--- src/rtl/store_narrow_unit.sv ---
// Store narrowing unit: lane-replicates byte/half/word store data and runs the memory write handshake.
// Optional alignment fault checking is enabled by defining STORE_ALIGN_CHK_EN.
module store_narrow_unit #(
   parameter int unsigned TIMEOUT = 16,
   parameter int unsigned CNT_W   = 5
) (
   input  logic        clk,
   input  logic        rst_n,
   input  logic        req,
   input  logic [1:0]  size,
   input  logic [31:0] addr,
   input  logic [31:0] wdata,
   output logic        busy,
   output logic        done,
   output logic        err,
   output logic [31:0] mem_addr,
   output logic [31:0] mem_wdata,
   output logic [3:0]  mem_be,
   output logic        mem_we,
   input  logic        mem_ack
);

   typedef enum logic [1:0] {IDLE, ISSUE, DONE, FAULT} state_t;

   localparam logic [CNT_W-1:0] CNT_LAST = CNT_W'((TIMEOUT == 0) ? 0 : TIMEOUT - 1);

   state_t            state, state_nx;
   logic [31:0]       addr_q, wdata_q;
   logic [1:0]        size_q;
   logic [CNT_W-1:0]  cnt;
   logic              bad_req;
   logic              timed_out;

   always_comb begin
      bad_req = (size == 2'b11);
`ifdef STORE_ALIGN_CHK_EN
      if (size == 2'b01 && addr[0])
         bad_req = 1'b1;
      if (size == 2'b10 && addr[1:0] != 2'b00)
         bad_req = 1'b1;
`endif
   end

   assign timed_out = (TIMEOUT != 0) && (cnt == CNT_LAST);

   always_comb begin
      state_nx = state;
      case (state)
         IDLE:    if (req) state_nx = bad_req ? FAULT : ISSUE;
         ISSUE: begin
            // ack on the timeout cycle still completes the store
            if (mem_ack)
               state_nx = DONE;
            else if (timed_out)
               state_nx = FAULT;
         end
         DONE:    state_nx = IDLE;
         FAULT:   state_nx = IDLE;
         default: state_nx = IDLE;
      endcase
   end

   always_ff @(posedge clk) begin
      if (!rst_n) begin
         state   <= IDLE;
         addr_q  <= '0;
         wdata_q <= '0;
         size_q  <= '0;
         cnt     <= '0;
      end else begin
         state <= state_nx;
         if (state == IDLE && req) begin
            addr_q  <= addr;
            wdata_q <= wdata;
            size_q  <= size;
         end
         // held at zero outside ISSUE, so it is clear on entry; saturates instead of wrapping
         if (state != ISSUE)
            cnt <= '0;
         else if (cnt != '1)
            cnt <= cnt + CNT_W'(1);
      end
   end

   always_comb begin
      busy      = (state != IDLE);
      done      = (state == DONE);
      err       = (state == FAULT);
      mem_addr  = {addr_q[31:2], 2'b00};
      mem_we    = 1'b0;
      mem_be    = '0;
      mem_wdata = '0;
      if (state == ISSUE) begin
         mem_we = 1'b1;
         case (size_q)
            2'b00: begin
               mem_be    = 4'b0001 << addr_q[1:0];
               mem_wdata = {4{wdata_q[7:0]}};
            end
            2'b01: begin
               mem_be    = addr_q[1] ? 4'b1100 : 4'b0011;
               mem_wdata = {2{wdata_q[15:0]}};
            end
            2'b10: begin
               mem_be    = 4'b1111;
               mem_wdata = wdata_q;
            end
            default: begin
               mem_be    = '0;
               mem_wdata = '0;
            end
         endcase
      end
   end

endmodule
--- config.mk ---
export PLATFORM = sky130hd
export DESIGN_NAME = store_narrow_unit
export DESIGN_NICKNAME = d
export VERILOG_FILES = /design/src/rtl/store_narrow_unit.sv
export SDC_FILE = /design/constraint.sdc
export NUM_CORES = 1
export LEC_CHECK = 0
export ABC_AREA = 1
export CAP_MARGIN = 20
export CORE_AREA = 5 5 104 106
export DETAILED_ROUTE_END_ITERATION = 6
export DIE_AREA = 0 0 109 111
export PLACE_DENSITY_LB_ADDON = 0.1
export SLEW_MARGIN = 20
export SYNTH_ARGS = -nofsm -noshare
export SYNTH_HDL_FRONTEND = slang
export SYNTH_SLANG_ARGS = --single-unit
--- constraint.sdc ---
create_clock -name clk -period 1.4 [get_ports clk]
set_input_delay 0.28 -clock clk [delete_from_list [all_inputs] [get_ports clk]]
set_output_delay 0.28 -clock clk [all_outputs]
set_load 0.02 [all_outputs]
# Word-level counts from Yosys, hierarchy flattened
# Cells that the tools add are included.
# word_totals
register_bits	73
input_bits	70
out_inout_bits	72
word_cells	37
# op_classes
add_sub_neg	1
n_eq_ne	11
n_shift	1
mux	11
bitwise_logic	1
reduce_logical	7
# op_table
cell	n
32-bit one-hot mux with 3 select lines	1
32-bit two-way mux	1
4-bit one-hot mux with 3 select lines	1
2-bit equality test, second input constant	4
2-bit two-way mux	4
4-bit two-way mux	2
2-bit one-hot mux with 3 select lines	1
5-bit by 1-bit adder with 5-bit output, second input constant	1
5-bit by 4-bit equality test with 1-bit output, second input constant	1
5-bit != test, second input constant	1
2-bit by 1-bit equality test with 1-bit output, second input constant	2
2-bit logical NOT	2
2-bit OR reduction	2
1-bit by 2-bit left shift with 4-bit output, first input constant	1
3-bit != test, second input constant	1
2-bit by 1-bit != test with 1-bit output, second input constant	1
2-bit != test, second input constant	1
2-bit AND reduction	1
2-bit nonzero test	1
1-bit logical AND	1
1-bit two-way mux	1
1-bit inverter	1

# Logic depth before layout (Yosys ltp)
# logic_depth
depth_word	4
ltp_mapped	7
depth_no_buf	7

# Worst setup path before layout
# No wires, ideal clock.
# synth_path
path_kind	reg-to-output
from	register state[0]
to	output port mem_wdata[14]
arrival_time_ns	1.220
t_required_ns	1.120
slack_ns	-0.100
stages_incl_launch_ff	6
path_buffers	1
cell_sequence	dfxtp_1 > nand2_1 > inv_2 > nand2_1 > buf_2 > a21oi_1
# synth_via
elab_chain_len	2
# synth_lines
element	line_no	rtl
from (decl)	27	state_t state, state_nx;
from (signal assigned)	71	state <= state_nx;
2-bit by 1-bit equality test with 1-bit output	93	if (state == ISSUE) begin
32-bit two-way mux	93	
to (decl)	17	output logic [31:0] mem_wdata,
# Every way passes these cells.

# Worst setup path in the final report
# layout_path
from	register size_q[0]
to	output port mem_be[0]
# layout_via
elab_chain_len	3
elab_cells_between_ends	5
cone_classes	eq/ne (2); mux (2); reduce/logical (1)
# layout_lines
element	line_no	rtl
from (decl)	29	logic [1:0] size_q;
from (signal assigned)	75	size_q <= size;
2-bit equality test, or another cell as far along	95	case (size_q)
4-bit one-hot mux with 3 select lines *	95	
4-bit two-way mux *	93	
to (decl)	18	output logic [3:0] mem_be,
# Mark *: on every way between the ends. The rest lies on a longest branch, timed or not.

==> impl_metrics.toml <==
[global_route]
grt_usage = 0.199
antenna_found_initial = 0
grt_max_degree = 47
overflow = 0
grt_pass1_vias = 3918
grt_pass1_wl_um = 19300

[worst_hold_path]
whs_path_depth = 3
hp-class = "input port to flop"

[final_layout]
nNetsFinal = 785
syn_to_final_growth_pct = 53.1
drive_above_1_share = 0.250
antennaDiodeCount = 0

[sta]
fmax_mhz = 581
hold_slack_ps = 249
finalClockSkew_ps = 7.19
grt_setup_unrepaired = "true"
fin_crit_sh = 1.23
timing.final.ws_setup_ps = -321
hold_violations = 0
final-setup-viol-count = 37
fin_crit_ps = 1720
slew_viol_final = 0

[logic_synthesis]
yosys-top-cells-area = "dfxtp_1 37%, nor2_1 15%, nand3b_1 12%"
yosys.area.top_type = "dfxtp_1"
ys_seq_area_frac = 0.375
synth_top_area_frac = 0.375
ys_seq_elements = 73
synthCells = 583
ys_warn_count = 0
synth_common_cells = "154 x nor2_1, 124 x nand2_1, 73 x dfxtp_1, 64 x nand3b_1, 40 x buf_4"
synth_edf_count = 0
synth_most_common_cell = "nor2_1"
syn-cell-area_mm2 = 0.00390
ys_types = 21
synth.avg_cell_area_um2 = 6.69
synth-main-ff-cell = "dfxtp_1"
async_reset_ff_frac = 0

[run_status]
outcome = "complete, but fails checks"
violations = "setup timing"

[clock_tree]
h-tree-depth = 3
cts_made_buffers = 9
path_clk_slew_ps = 80
numClockSinks = 73
root_buffer = "clkbuf_8"
clock_latency_ps = 350
ctsHoldBuffers = 0
cts_tree = "built"
clockBufferDepth = 2

[critical_path]
worstPathArrival_ps = 1440
ff2ff_path_depth = 9
cp_num_cells = 6
cp_common_cell = "buf_4"
path_cells = "buf_6 > nor2_4 > buf_4 > inv_2 > a21oi_2 > buf_4"
crit_fanout = 6
cp.required_ps = 1120
worstSetupEndpointType = "primary output"
cp_slowest_cell = "dfxtp_4"
worstSetupPathType = "flop to primary output"
cp_slowest_stage_delay_ps = 370
crit_buf_inv = 4
critPathTopFamily = "buffers and inverters"
start_kind = "flop"

[die]
row_count = 36
start_util = 0.403
pin_count = 142
die_w_um = 109
coreArea_mm2 = 0.00968
die_h_um = 111
die-area_mm2 = 0.0121

[power]
leakage_nw = 2.74
max-vdd-ir-drop_uv = 529
power.density_mw_per_mm2 = 997

[detailed_routing]
drt_wl_total_um = 12400
drt_drc_violations_left = 0
drt_iter0_markers = 230
drt-vias-per-instance = 4.69
avgRoutedWirePerCell_um = 14.6
postRouteAntennaNets = 0
routed-via-count = 3987
drtPass1Iterations = 4

[place]
place_ws_ps = -541
hpwlAfterDp_um = 8620
gp_congestion = 0.899
io_buffer_count = 139

[job]
maxCapViolCount = 0
-- path summary, 6_finish.rpt --
check	slack [ps]	start	end
max reg2reg	40	state[0]	wdata_q[27]
min	250	rst_n	wdata_q[13]
min reg2reg	480	addr_q[23]	addr_q[23]
max	-320	size_q[0]	mem_be[0]
-- tightest hold or removal path: cells and delay by family --
family | cells | cell delay [ps]
simple gates | 2 | 110
buf+inv | 1 | 160
-- per-stage QoR --
step / TNS (ps) / cells / util / power, mW / area [um^2]
2_1_floorplan: -1090 / 584 / - / 3.54 / 3930
3_3_place_gp: -15630 / 823 / 0.556 / 4.20 / 5380
3_5_place_dp: -16760 / 823 / 0.556 / 4.22 / 5380
4_1_cts: -9910 / 840 / 0.578 / 5.77 / 5590
5_1_grt: -13000 / 850 / 0.617 / 6.33 / 5970
6_report: -9500 / 850 / 0.617 / 5.95 / 5970
-- where the power goes --
| group | internal, mW | total, mW | switching [mW] |
|---|---|---|---|
| logic | 0.915 | 1.96 | 1.05 |
| clock network | 0.696 | 1.55 | 0.853 |
| registers | 2.28 | 2.44 | 0.155 |
-- layer usage --
layer | vias to the layer above | GRT usage | share of wire
met5 | - | 0 | 0
met4 | 0 | 0.0749 | 0.016
met3 | 15 | 0.0518 | 0.076
met2 | 137 | 0.319 | 0.47
met1 | 1791 | 0.252 | 0.44
li1 | 2044 | - | -
-- state kept, by name, indices dropped and copies added, names as in the netlist --
name / cells
addr_q: 32
wdata_q: 32
cnt: 5
size_q: 2
state: 2
-- layout make-up --
class                   count  area, um^2
repair buffers            187        1900
inverters                  32         128
multi-input cells         409        2130
well taps                 133         166
clock inverters             6        40.0
flip-flops and latches     73        1470
fillers                   928        3710
clock buffers              10         138
-- repair_timing --
item / CTS / global route
gates cloned: 0 / 7
setup endpoints to repair: 72 / 97
pin swaps: 8 / 14
buffers inserted: 1 / 3
resized for setup: 279 / 71
-- logic make-up (layout without fill, tap and decap cells) --
family,Yosys count,in the layout,synth area share
other cells,1,2,0.000962
compound gates,25,25,0.0321
buf+inv,102,235,0.142
xor+xnor,1,1,0.00225
fa+ha+maj,3,3,0.00963
flops,73,73,0.375
simple gates,378,378,0.438
-- layout by cell type, fill, tap and decap left out, types with 2 or more instances in the layout --
master           netlist  layout
buf_2                 17       2
clkbuf_16              0       3
dlygate4sd2_1          0      30
inv_1                 28      22
nand2_4                0       4
buf_4                 40      39
buf_12                 0       6
buf_6                  0      36
nand3_2                0       2
nor2_1               154     143
conb_1                 1       2
buf_8                  0       4
inv_4                  0       3
dfxtp_2                0       4
nand2_1              124     105
nand2_2                0      15
inv_6                  0       2
nor2_2                 2       5
a21oi_1               23       3
inv_2                  4       7
dfxtp_1               73      67
clkdlybuf4s50_1        0      67
nand3b_1              64      64
nor2_4                 0       8
clkinv_2               0       3
a21oi_2                0      20
clkbuf_8               0      10
dfxtp_4                0       2
nand3_1               31      29
No activity file was read; power rests on OpenSTA's default activity.
